## config.mk

```make
export PLATFORM = sky130hd
export DESIGN_NAME = backscatter_modulator
export DESIGN_NICKNAME = d
export VERILOG_FILES = /design/src/rtl/backscatter_modulator.sv
export SDC_FILE = /design/constraint.sdc
export NUM_CORES = 1
export LEC_CHECK = 0
export BUFFER_PORTS_ARGS = -buffer_cell sky130_fd_sc_hd__buf_2
export CAP_MARGIN = 20
export CORE_UTILIZATION = 50
export DETAILED_ROUTE_END_ITERATION = 8
export GPL_TIMING_DRIVEN = 0
export PLACE_DENSITY = 0.76
export SLEW_MARGIN = 20
export SYNTH_ARGS = -nofsm -noshare
export SYNTH_HDL_FRONTEND = slang
export SYNTH_SLANG_ARGS = --single-unit
```

## constraint.sdc

```tcl
create_clock -name clock -period 5.8 [get_ports clock]
set_input_delay 0.87 -clock clock [delete_from_list [all_inputs] [get_ports clock]]
set_output_delay 0.87 -clock clock [all_outputs]
set_load 0.03 [all_outputs]
```

## src/rtl/backscatter_modulator.sv

```systemverilog
// backscatter_modulator
// Tag-side transmit stage: after a guard delay following a rising edge of
// `sending`, drives the RF switch with a square-wave subcarrier whose phase
// is inverted per symbol by the frame data (MSB first).
// Build option: PRBS_PAYLOAD_EN -- frame bits come from an internal PRBS7
// (x^7+x^6+1, seed 7'h7F) instead of the latched `payload` port.
//
// state | meaning
// IDLE  | switch at rest, waiting for a rising edge of sending
// ARM   | guard delay after frame start
// SEND  | modulating the subcarrier with the frame bits
// HOLD  | frame complete, waiting for sending to drop
module backscatter_modulator #(
  parameter int HALF_PERIOD  = 4,
  parameter int SYMBOL_CLKS  = 40,
  parameter int START_DELAY  = 1000,
  parameter int PAYLOAD_BITS = 32
) (
  input  logic                    clock,
  input  logic                    reset,
  input  logic                    sending,
  input  logic [PAYLOAD_BITS-1:0] payload,
  output logic                    rf_sw,
  output logic                    active,
  output logic                    done
);

  localparam int HW = (HALF_PERIOD > 1) ? $clog2(HALF_PERIOD) : 1;
  localparam int SW = (SYMBOL_CLKS > 1) ? $clog2(SYMBOL_CLKS) : 1;
  localparam int DW = (START_DELAY > 1) ? $clog2(START_DELAY) : 1;
  localparam logic [6:0] BITS_END = 7'(PAYLOAD_BITS);

  typedef enum logic [1:0] {IDLE, ARM, SEND, HOLD} state_t;

  state_t        state_q, state_d;
  logic          sending_q;
  logic [DW-1:0] dly_q;
  logic [HW-1:0] sub_q;
  logic [SW-1:0] sym_q;
  logic [6:0]    bit_q;
  logic          sq_q;
  logic          rf_sw_q, rf_sw_d;
  logic          active_q, active_d;
  logic          done_q, done_d;
  logic          cur_bit;

  wire start     = sending && !sending_q;
  wire dly_end   = (dly_q == DW'(START_DELAY - 1));
  wire sub_wrap  = (sub_q == HW'(HALF_PERIOD - 1));
  wire sym_wrap  = (sym_q == SW'(SYMBOL_CLKS - 1));
  wire frame_end = (bit_q == BITS_END);
  wire advance   = (state_q == SEND) && sending && !frame_end;

`ifdef PRBS_PAYLOAD_EN
  logic [6:0] prbs_q;
  logic       unused_payload;
  assign unused_payload = ^payload;
  assign cur_bit = prbs_q[6];

  // PRBS7 steps once per completed symbol and free-runs across frames
  always_ff @(posedge clock or negedge reset) begin
    if (!reset) prbs_q <= 7'h7F;
    else if (advance && sym_wrap) prbs_q <= {prbs_q[5:0], prbs_q[6] ^ prbs_q[5]};
  end
`else
  logic [PAYLOAD_BITS-1:0] sr_q;
  assign cur_bit = sr_q[PAYLOAD_BITS-1];

  // Payload latched at frame start, shifted MSB-first once per symbol
  always_ff @(posedge clock or negedge reset) begin
    if (!reset) sr_q <= '0;
    else if (state_q == IDLE && start) sr_q <= payload;
    else if (advance && sym_wrap) sr_q <= sr_q << 1;
  end
`endif

  // State register and edge-detect flop
  always_ff @(posedge clock or negedge reset) begin
    if (!reset) begin
      state_q   <= IDLE;
      sending_q <= 1'b0;
    end else begin
      state_q   <= state_d;
      sending_q <= sending;
    end
  end

  // Next-state logic; a low sending aborts ARM and SEND
  always_comb begin
    state_d = state_q;
    case (state_q)
      IDLE: if (start) state_d = ARM;
      ARM: begin
        if (!sending) state_d = IDLE;
        else if (dly_end) state_d = SEND;
      end
      SEND: begin
        if (!sending) state_d = IDLE;
        else if (frame_end) state_d = HOLD;
      end
      HOLD: if (!sending) state_d = IDLE;
      default: state_d = IDLE;
    endcase
  end

  // Next values of the registered outputs
  always_comb begin
    rf_sw_d  = 1'b0;
    active_d = 1'b0;
    done_d   = 1'b0;
    case (state_q)
      IDLE: active_d = start;
      ARM:  active_d = sending;
      SEND: begin
        if (sending) begin
          if (frame_end) begin
            done_d = 1'b1;
          end else begin
            active_d = 1'b1;
            rf_sw_d  = sq_q ^ cur_bit;
          end
        end
      end
      default: ;
    endcase
  end

  // Registered outputs
  always_ff @(posedge clock or negedge reset) begin
    if (!reset) begin
      rf_sw_q  <= 1'b0;
      active_q <= 1'b0;
      done_q   <= 1'b0;
    end else begin
      rf_sw_q  <= rf_sw_d;
      active_q <= active_d;
      done_q   <= done_d;
    end
  end

  // Guard delay, subcarrier, symbol and bit counters
  always_ff @(posedge clock or negedge reset) begin
    if (!reset) begin
      dly_q <= '0;
      sub_q <= '0;
      sym_q <= '0;
      bit_q <= '0;
      sq_q  <= 1'b0;
    end else if (state_q == IDLE) begin
      if (start) dly_q <= '0;
    end else if (state_q == ARM) begin
      if (dly_end) begin
        sub_q <= '0;
        sym_q <= '0;
        bit_q <= '0;
        sq_q  <= 1'b0;
      end else begin
        dly_q <= dly_q + DW'(1);
      end
    end else if (advance) begin
      if (sub_wrap) begin
        sub_q <= '0;
        sq_q  <= ~sq_q;
      end else begin
        sub_q <= sub_q + HW'(1);
      end
      if (sym_wrap) begin
        sym_q <= '0;
        bit_q <= bit_q + 7'd1;
      end else begin
        sym_q <= sym_q + SW'(1);
      end
    end
  end

  assign rf_sw  = rf_sw_q;
  assign active = active_q;
  assign done   = done_q;

endmodule

```

-- Word-level counts from Yosys, hierarchy flattened
Index checks and enable logic that the tools add are counted.
- bitwise gates (word level): 3
- mux-type cells: 38
- reductions and logical operators: 18
- add/subtract/negate cells: 4
- eq/ne operators: 13
- shift-type cells: 0
- magnitude comparators: 0
- divide/modulo/power cells: 0
- $mul: 0
- operators with widths (kind ; count):
    2-to-1 mux 32 bit ; 2
    2-to-1 mux 10 bit ; 4
    2-to-1 mux 7 bit ; 4
    2-to-1 mux 6 bit ; 4
    2-to-1 mux 2 bit ; 10
    2-to-1 mux 1 bit ; 12
    AND reduction 4 bit ; 3
    adder 10 x 1 -> 10 bit (second input constant) ; 1
    equality test 10 bit (second input constant) ; 1
    nonzero test 2 bit ; 5
    one-hot mux 2 bit (4 select lines) ; 1
    adder 7 x 1 -> 7 bit (second input constant) ; 1
    equality test 7 x 6 -> 1 bit (second input constant) ; 1
    adder 6 x 1 -> 6 bit (second input constant) ; 1
    equality test 2 bit (second input constant) ; 3
    equality test 6 bit (second input constant) ; 1
    != test 2 bit (second input constant) ; 3
    != test 3 bit (second input constant) ; 2
    AND reduction 3 bit ; 2
    logical AND 1 bit ; 5
    one-hot mux 1 bit (3 select lines) ; 1
    adder 2 x 1 -> 2 bit (second input constant) ; 1
    equality test 2 x 1 -> 1 bit (second input constant) ; 1
    logical NOT 1 bit ; 2
    4 further kinds ; 5
- output and inout port bits: 3
- bits in registers: 64
- memory bits (writable): 0
- bits in latches: 0
- word-level logic and storage cells: 87
- memories: 0
- bits of input ports: 35
- ROM bits: 0

-- Logic depth before layout (Yosys ltp)
Gate-level depths: netlist (run 1).
- depth in word-level cells: 6
- depth in mapped cells: 8
- mapped depth without buffers: 6

-- Worst setup path before layout (run 1)
OpenSTA, ideal clock, no wires.
- path kind: input port to flip-flop
- start: input sending
- end: register sr_q[11]
- library setup time: 0.131 ns
- required time: 5.669 ns
- setup slack: 3.830 ns
- arrival time: 1.839 ns
- cell stages on the path: 6
- path buffers: 2
- path through: nand3b_1 a21o_1 buf_2 nor2_1 buf_2 o211ai_1
- longest elaborated chain between the ends: 4
- elaborated cells between the ends (all ways): 7
- those cells by class: mux: 1; reduce/logical: 6
- ends and longest elaborated chain (what ; RTL line ; RTL):
    start: declaration ; 21 ; input logic sending,
    logical AND 1 bit (2 in a row) ; 52 ; wire advance = (state_q == SEND) && sending && !frame_end;
    logical AND 1 bit ; 73 ; else if (advance && sym_wrap) sr_q <= sr_q << 1;
    nonzero test 2 bit (no source line) ; - ;
    end signal: assignment ; 72 ; else if (state_q == IDLE && start) sr_q <= payload;
    end signal: assignment ; 73 ;
    end: declaration ; 66 ; logic [PAYLOAD_BITS-1:0] sr_q;
Parallel ways exist; a longest one is shown, timed or not.
A chain may end at the register's enable or synchronous reset.

-- Worst setup path in the final report (run 1)
- start: register bit_q[0]
- end: register sr_q[9]
- longest elaborated chain between the ends: 5
- ends and longest elaborated chain (what ; RTL line ; RTL):
    start: declaration ; 40 ; logic [6:0] bit_q;
    start signal: assignment ; 169 ; bit_q <= bit_q + 7'd1;
    equality test 7 x 6 -> 1 bit ; 51 ; wire frame_end = (bit_q == BITS_END);
    logical NOT 1 bit ; 52 ;
    logical AND 1 bit ; 52 ;
    logical AND 1 bit ; 73 ;
    nonzero test 2 bit (no source line) ; - ;
Every way passes these cells.

==> results.md, run 1 <==
- Status: completed
- Critical path's largest stage delay: 0.49 ns
- CP startpoint: bit_q[0]$_DFFE_PN0P_
- Mapped cell area: between 3000 and 4000 µm²
- Power Internal: 0.735 mW
- Post-synthesis async set-or-reset flop share: 100%
- Global-route wire length before repair: between 10,000 and 15,000 µm
- CP Data Arrival Time: 2.51 ns
- Routed vias/inst: 5.75
- CTS tree: done
- Worst-Skew Late Latency: 0.34 ns
- Levels on crit path: 7
- Worst setup endpoint: sr_q[9]$_DFFE_PN0P_
- Max Slew Vio Count: 0
- RSZ-0062 raised after global routing: false
- # rows: 29
- Combinational power share: roughly an eighth
- Die W: between 80 and 90 µm
- Final WL: 7530 µm
- Root Buffer: clkbuf_8
- Post-synth top flop: dfrtp_1
- Peak VDD IR: 0.000208 V
- Most common cell after layout, fill and taps aside: nand2_1
- Cells after synthesis: 359
- Seq cells post-synth: 64
- Commonest cells after routing, fill and taps aside: 73 x nand2_1, 64 x dfrtp_1, 45 x buf_2, 40 x nand3_1, 31 x o211ai_1
- Reg2reg setup slack: between 3 and 4 ns
- GR Overflow Total: 0
- CP max-delay cell: a21oi_2
- Final worst-path cycle share: 38.9%
- Hold slack: ~0.46 ns
- Largest net degree at the start of global routing: 34
- Rel. slew slack: 59.7%
- 1st-pass router iterations: 4
- DRC: 0
- Crit path buf inv count: 2
- Clock power frac: between 30% and 40%
- Fin crit period: 2.26 ns
- Max-cap viol count: 0
- Final Setup Violations: 0
- Resized cells post-CTS: 0
- H-tree depth: 3
- Met2 WL post-DR: 3580 µm
- Die ar.: 6920 µm²
- Area growth from synthesis to layout: 14.1%
- Hold buffer count at CTS: 0
- Per-cell routed wire length: roughly 15 µm
- Clk_skew: 0.00500 ns
- FF-to-FF Start: bit_q[0]$_DFFE_PN0P_
- Net Sw Frac: 27.1%
- Worst EP required: approximately 6.1 ns
- Via count: 2,799
- Reg2reg path depth: 7
- Leakage Power: 1.66 nW
- Distinct cells, synth: 52
- Nets@finish: 448
- Gpl congestion: about 0.77
- Clock-pin slew on the worst setup and hold paths: 0.07 ns
- Met1 Wirelength: about 3600 µm
- Starting Density: approximately half
- Ratio of cells with drive above 1 in the final layout: 18.0%
- Vias in the first global route: 2,747
- WL met3: between 200 and 250 µm
- Mapped Avg Cell Area: 9.18 µm²
- Input/output buffers: 37
- Ports: 38
- Worst Setup End Kind: register
- Power Dens Cells: between 200 and 300 nW/µm²
- RR Endpoint: sr_q[9]$_DFFE_PN0P_
- HP Class: input port to async pin
- Post-synthesis sequential area ratio: 48.6%
- Fin. Hold Viols: 0
- Syn Nets: 399
- CTS buffer count: 9
- Filler instances: 561
- Worst-margin pin slew: 0.601 ns
- Starting DRT DRC Count: 159
- Core area: about 6300 µm²
- Post-DP HPWL: 5270 µm
- Post-layout util: 59.2%
- Net Sw Power: around 0.27 mW
- Number of diodes: 0
- WS Path Type: register to register
- Top sig layer: met4
- Total track usage: 23.4%
- Critical path fanouts, max: 10
- Seq pwr share: between 50% and 60%
- Sum of negative setup slack: 0 ns
- Clock Sink Count: 64
- Cell family with most CP delay: compound AO/OA/AOI/OAI gates
- Crit start category: register
- Fmax: 0.443 GHz
- Cells along the critical path: inv_1 -> ha_1 -> and4bb_2 -> a21oi_2 -> clkbuf_1 -> nand4_1 -> o211ai_1
- Clock Tree Buf Depth: 2
- Routed Antenna Nets: 0
- EDFF count, synth: 0
- Initial antenna violation count: 0
- Die Ht: 83.2 µm
- Post-CTS setup buffer count: 0
- Yosys warns: 0
-- flip-flops by register name, indices dropped and copies added, names as in the netlist --
register,count
active,1
bit_q,7
dly_q,10
sr_q,32
state_q,2
done,1
rf_sw,1
sending_q,1
sub_q,2
sq_q,1
sym_q,6
-- routing by layer --
layer	track usage, %	vias to the layer above
li1	-	1383
met1	32.2	1355
met2	36.2	47
met3	4.37	14
met4	10.5	0
met5	0	-
-- synthesized netlist by cell type (4+ instances only) --
library cell   n  area [µm²]
nor2_1        15        56.3
xor2_1         6        52.6
o211ai_1      31         233
buf_1          4        15.0
a22oi_1        4        30.0
inv_1         11        41.3
mux2i_1        4        40.0
nand2_1       73         274
a21oi_1        6        30.0
dfrtp_1       64        1600
clkbuf_1      11        41.3
ha_1           5        62.6
nand3_1       40         200
a31oi_1        4        25.0
o21ai_0        7        35.0
buf_2          9        45.0
o22ai_1        4        25.0
nand4_1        9        56.3
-- area by class of cell --
type	instances	area (µm²)	area share, %
repair buffers	38	208	5.52
clock buffers	12	155	4.13
flip-flops and latches	64	1600	42.6
clock inverters	1	5.00	0.133
well taps	77	96.3	2.56
plain buffers	25	113	2.99
inverters	11	41.3	1.10
multi-input cells	259	1540	41.0
-- worst reg2reg max path: stages (launching register included) --
cell and delay, ns:
dfrtp_1 0.37, inv_1 0.08, ha_1 0.20, and4bb_2 0.27, a21oi_2 0.49, clkbuf_1 0.47, nand4_1 0.17, o211ai_1 0.12
-- worst min path at each step --
stage,endpoint,cells after the start
2_1_floorplan,bit_q[6]$_DFFE_PN0P_,1
3_3_place_gp,dly_q[0]$_DFFE_PN0P_,1
3_5_place_dp,bit_q[6]$_DFFE_PN0P_,1
4_1_cts,dly_q[9]$_DFFE_PN0P_,1
5_1_grt,dly_q[4]$_DFFE_PN0P_,1
6_report,dly_q[4]$_DFFE_PN0P_,1
-- stage by stage --
step	worst slack (ns)	area (µm²)	power [mW]	instances
floorplan	3.83	3300	0.630	359
global placement	3.30	3580	0.673	473
detailed placement	3.27	3600	0.683	474
CTS	3.59	3760	1.01	487
global route	3.42	3760	1.06	487
finish	3.54	3760	1.01	487
-- cell families (layout without fill, tap and decap cells) --
| logic type | count (synthesis) | in the layout | share of synthesized area [%] |
|---|---|---|---|
| muxes | 4 | 4 | 1.21 |
| AOI/OAI and AO/OA | 74 | 74 | 16.2 |
| DFF | 64 | 64 | 48.6 |
| xor gates and xnor gates | 9 | 9 | 2.39 |
| buffers and inverters | 36 | 87 | 4.67 |
| adders and majority gates | 5 | 5 | 1.90 |
| and+or+nand+nor | 167 | 167 | 25.0 |
-- power groups by stage --
stage          combinational (mW)  sequential, mW  clock (mW)
3_5_place_dp                0.135           0.549           0
3_3_place_gp                0.127           0.546           0
4_1_cts                     0.135           0.542       0.335
5_1_grt                     0.153           0.549       0.359
6_report                    0.133           0.542       0.333
2_1_floorplan              0.0902           0.540           0
No activity file was read; power rests on OpenSTA's default activity.
==> run 2: changes to the inputs <==
Clock period 5.8 ns to 2.2 ns, I/O delays scaled along.
==> run 2 against run 1 <==
Register-to-register slack worse by 3.4 ns. Power grew to 2.6 times the previous value. Largest cell class unchanged. Routed wire length up 0.60%. Highest routed layer unchanged. Sequential cell count stayed put.
==> results.md, run 2 (synthesis gave the netlist of run 1 again) <==
- Routed Antenna Nets: 0
- Max reg flops: 32
- Routed vias/inst: 5.82
- Initial antenna violation count: 0
- Vias in the first global route: approximately 2,700
- Biggest regs: sr_q x32, dly_q x10, bit_q x7
- Clock-pin slew on the worst setup and hold paths: 0.07 ns
- Critical path fanouts, max: 10
- Design area: 3790 µm²
- CP Data Arrival Time: 2.30 ns
- Hold Path Depth: 1
- Commonest cells after routing, fill and taps aside: 73 x nand2_1, 64 x dfrtp_1, 43 x buf_2, 40 x nand3_1, 31 x o211ai_1
- CTS buffer count: 9
- Worst-Skew Late Latency: around 0.34 ns
- Max Slew Vio Count: 0
- Fin. Hold Viols: 0
- Post-route setup slack: 0.116 ns
- CTS tree: done
- Post-DP HPWL: 5270 µm
- Ports: 38
- Rel. slew slack: 59.2%
- Worst EP required: 2.41 ns
- GR Overflow Total: 0
- Net Sw Power: 0.723 mW
- Clock Tree Buf Depth: 2
- Fmax: roughly 0.48 GHz
- Worst Setup End Kind: register
- Gpl congestion: 0.770
- Total chip power: 2.66 mW
- Sum of negative setup slack: 0 ns
- Final WL: 7580 µm
- Clock Sink Count: 64
- Peak VDD IR: 0.000549 V
- Root Buffer: clkbuf_8
- Reg2reg path depth: 8
- WS Path Type: register to register
- Placed cell count: 474
- Fin crit period: 2.08 ns
- Die W: between 80 and 90 µm
- HP Class: input port to register
- Register with the most flip-flops: sr_q
- Crit start category: register
- Total track usage: 23.4%
- Crit-path most repeated cell: buf_2
- Number of diodes: 0
- Worst-margin pin slew: 0.608 ns
- Area growth from synthesis to layout: 15.1%
- Critical path's largest stage delay: around 0.37 ns
- Seq pwr share: 53.7%
- CP max-delay cell: dfrtp_1
- Final Setup Violations: 0
- Final worst-path cycle share: 94.7%
- Clock power frac: 33.0%
- Status: completed
- # rows: 29
- RSZ-0062 raised after global routing: false
- DRC: 0
- Die ar.: around 6900 µm²
- Max-cap viol count: 0
- Most common cell after layout, fill and taps aside: nand2_1
- Starting Density: 51.9%
- Leakage Power: between 1.5 and 2 nW
- 1st-pass router iterations: 4
- Die Ht: 83.2 µm
- Per-cell routed wire length: 15.5 µm
- Global-route wire length before repair: 13,000 µm
- Nets@finish: 449
- H-tree depth: 3
- Non-filler cells, final: 488
- Combinational power share: a little over an eighth
- Post-CTS setup buffer count: 0
- Power Internal: 1.94 mW
- Starting DRT DRC Count: 177
- Largest net degree at the start of global routing: 34
- Cells along the critical path: inv_1 -> ha_1 -> and4bb_2 -> a21o_1 -> buf_2 -> nor2_2 -> buf_2 -> o211ai_1
- Power Dens Cells: 702 nW/µm²
- Net Sw Frac: between 20% and 30%
- Ratio of cells with drive above 1 in the final layout: 19.5%
- Core area: 6350 µm²
- Cell Area, Placed: 3600 µm²
- Input/output buffers: 37
- Via count: 2,840
- Clk_skew: 0.00529 ns
- Placement Setup Slack: 0.0181 ns
run 2: power groups by stage:
stage               combinational (mW)  clock, mW  sequential (mW)
floorplan                        0.238          0             1.42
global placement                 0.334          0             1.44
detailed placement               0.355          0             1.45
CTS                              0.358      0.884             1.43
global route                     0.406      0.947             1.45
finish                           0.355      0.878             1.43
run 2: final timing paths:
kind | end | slack, ns | from
max in group asynchronous | bit_q[1]$_DFFE_PN0P_ | 1.20 | reset
max | sr_q[4]$_DFFE_PN0P_ | 0.12 | bit_q[0]$_DFFE_PN0P_
min | sending_q$_DFF_PN0_ | 0.19 | sending
min in group asynchronous | dly_q[4]$_DFFE_PN0P_ | 0.48 | reset
min reg2reg | bit_q[6]$_DFFE_PN0P_ | 0.50 | bit_q[6]$_DFFE_PN0P_
max reg2reg | sr_q[4]$_DFFE_PN0P_ | 0.12 | bit_q[0]$_DFFE_PN0P_
run 2: area by class of cell:
| type | instances | area [µm²] |
|---|---|---|
| fillers | 556 | 2560 |
| flip-flops and latches | 64 | 1600 |
| multi-input cells | 259 | 1550 |
| repair buffers | 39 | 218 |
| clock buffers | 12 | 155 |
| plain buffers | 25 | 123 |
| well taps | 77 | 96.3 |
| inverters | 11 | 41.3 |
| clock inverters | 1 | 5.00 |
run 2: timing repair:
| action | CTS | global route |
|---|---|---|
| setup endpoints to repair | 1 | 33 |
| gates resized for setup | 1 | 9 |
| hold endpoints to repair | 31 | 0 |
| hold buffers | 1 | 0 |
run 2: metrics by stage:
| stage | hold WS [ns] | utilization [%] |
|---|---|---|
| after floorplan | 0.0344 | - |
| after global placement | 0.487 | 56.4 |
| after detailed placement | 0.299 | 56.7 |
| after CTS | 0.185 | 59.4 |
| after global routing | 0.184 | 59.7 |
| final | 0.193 | 59.7 |
run 2: layer usage:
metal / vias up / wire length, µm / GRT usage [%]
met5: - / 0 / 0
met3: 16 / 269 / 4.27
li1: 1384 / - / -
met2: 64 / 3610 / 36.2
met1: 1376 / 3540 / 32.3
met4: 0 / 150 / 10.5
run 2: worst max-delay path: cells and delay by family (launching register included):
kind,cells,cell delay [ns]
adders and majority gates,1,0.20
and+or+nand+nor,2,0.55
buffers and inverters,3,0.52
AOI/OAI and AO/OA,2,0.31
DFF,1,0.37
==> run 3: changes to the inputs <==
Settings changed: PLACE_DENSITY 0.76 to 0.7.
==> run 3 against run 2 <==
Largest power group unchanged. First-iteration DRC count grew 5.1%. Sequential cell count unchanged. Critical path type unchanged. Critical path depth shrank 2. Via count is 0.21% higher. Die area did not move. Hold slack worse by 0.017 ns. Register-to-register slack better by 0.04 ns. Clock-buffer cell count stayed put.
==> results.md, run 3 (synthesis gave the netlist of run 1 again) <==
- Status: completed
- Worst EP required: 2.45 ns
- RSZ-0062 raised after global routing: false
- Worst-margin pin slew: 0.619 ns
- Clock Tree Buf Depth: 2
- WS Path Type: register to register
- Max Slew Vio Count: 0
- Number of diodes: 0
- Final Setup Violations: 0
- Global-route wire length before repair: 13,500 µm
- Clk_skew: 0.00607 ns
- Total chip power: 2.94 mW
- Routed Antenna Nets: 0
- HP Class: input port to register
- Ratio of cells with drive above 1 in the final layout: around 20%
- Critical path fanouts, max: 10
- Post-DP HPWL: roughly 5200 µm
- Fin. Hold Viols: 0
- Most common cell after layout, fill and taps aside: nand2_1
- Nets@finish: 449
- Die W: 83.2 µm
- Power Dens Cells: 759 nW/µm²
- H-tree depth: 3
- Vias in the first global route: roughly 2,800
- Die ar.: 6920 µm²
- CTS buffer count: 9
- Clock-pin slew on the worst setup and hold paths: 0.07 ns
- Max reg flops: 32
- 1st-pass router iterations: 4
- Gpl congestion: 0.769
- Hold slack: 0.176 ns
- Sum of negative setup slack: 0 ns
- Peak VDD IR: 0.000550 V
- Root Buffer: clkbuf_8
- Rel. slew slack: 58.5%
- Largest net degree at the start of global routing: just over 50
- Routed vias/inst: slightly below 6
- Leakage Power: 1.71 nW
- CTS tree: done
- Fmax: 0.490 GHz
- Register with the most flip-flops: sr_q
- Commonest cells after routing, fill and taps aside: 73 x nand2_1, 64 x dfrtp_1, 42 x buf_2, 40 x nand3_1, 31 x o211ai_1
- Biggest regs: sr_q x32, dly_q x10, bit_q x7
- Total track usage: between 20 and 25%
- Die Ht: 83.2 µm
- Per-cell routed wire length: 15.7 µm
- CP Data Arrival Time: 2.29 ns
- Final worst-path cycle share: 92.7%
- Crit start category: register
- Hold Path Depth: 1
- DRC: 0
- Starting Density: 51.9%
- Starting DRT DRC Count: 186
- Max-cap viol count: 0
- Initial antenna violation count: 0
- Via count: 2,846
- Worst Setup End Kind: register
- Reg2reg path depth: 6
- Core area: 6350 µm²
- Filler instances: about 580
- GR Overflow Total: 0
- Input/output buffers: 37
- Clock Sink Count: 64
- Post-layout util: 60.9%
- Worst-Skew Late Latency: 0.35 ns
- Ports: 38
- Final WL: 7710 µm
- # rows: 29
- Post-CTS setup buffer count: 0
- Area growth from synthesis to layout: 17.4%
- Fin crit period: 2.04 ns
-- run 3: changes by cell type in the layout (fill, tap and decap cells not counted), sizes merged --
cell	before	now
bufinv	0	2
clkbuf	27	28
buf	48	47
-- run 3: routing by layer --
layer  global-route usage (%)  wire length, µm  part of all wire [%]  up-vias
met1                     33.5             3620                    47     1390
li1                         -                -                     -     1387
met4                     6.74               81                   1.1        0
met3                     6.46              379                   4.9        8
met5                        0                0                     0        -
met2                     38.2             3620                    47       61
-- run 3: worst max-delay path: stages, from the launching register on --
cell,delay [ns]
dfrtp_1,0.40
ha_2,0.27
nand2_1,0.11
or4_1,0.54
buf_6,0.17
and2_4,0.18
o32ai_2,0.27
-- run 3: repair_timing --
item                                    CTS  global route
hold endpoints to repair                 14             0
gates cloned                              0             0
gates resized for setup                   1            14
endpoints found under the setup margin    1            31
hold buffers                              1             0
-- run 3: final cells by class --
class | instances | area [µm²] | share of cell area [%]
Clock inverter | 3 | 65.1 | 1.68
Clock buffer | 12 | 155 | 4.01
Timing Repair Buffer | 39 | 225 | 5.82
Tap cell | 77 | 96.3 | 2.49
Buffer | 25 | 126 | 3.27
Multi-Input combinational cell | 259 | 1560 | 40.3
Inverter | 11 | 41.3 | 1.07
Sequential cell | 64 | 1600 | 41.4
-- run 3: path summary, 6_finish.rpt --
kind                       slack, ns                 start                    to
hold reg to reg                 0.50  dly_q[0]$_DFFE_PN0P_  dly_q[0]$_DFFE_PN0P_
hold / removal                  0.18               sending   sending_q$_DFF_PN0_
setup / recovery                0.16  dly_q[1]$_DFFE_PN0P_  sym_q[5]$_DFFE_PN0P_
setup reg to reg                0.16  dly_q[1]$_DFFE_PN0P_  sym_q[5]$_DFFE_PN0P_
min in group asynchronous       0.39                 reset  sym_q[1]$_DFFE_PN0P_
max in group asynchronous       1.30                 reset  dly_q[0]$_DFFE_PN0P_
-- run 3: power breakdown --
group	internal (mW)	switching, mW
Combinational	0.165	0.189
Sequential	1.33	0.101
Clock	0.693	0.464
Total	2.18	0.754
-- run 3: stage by stage --
stage                     setup slack [ns]  cells  instance area [µm²]
after floorplan                      0.342    359                 3300
after detailed placement           0.00426    474                 3610
after CTS                          0.00361    490                 3840
final                                0.161    490                 3870
after global placement              0.0156    473                 3580
after global routing               0.00125    490                 3870
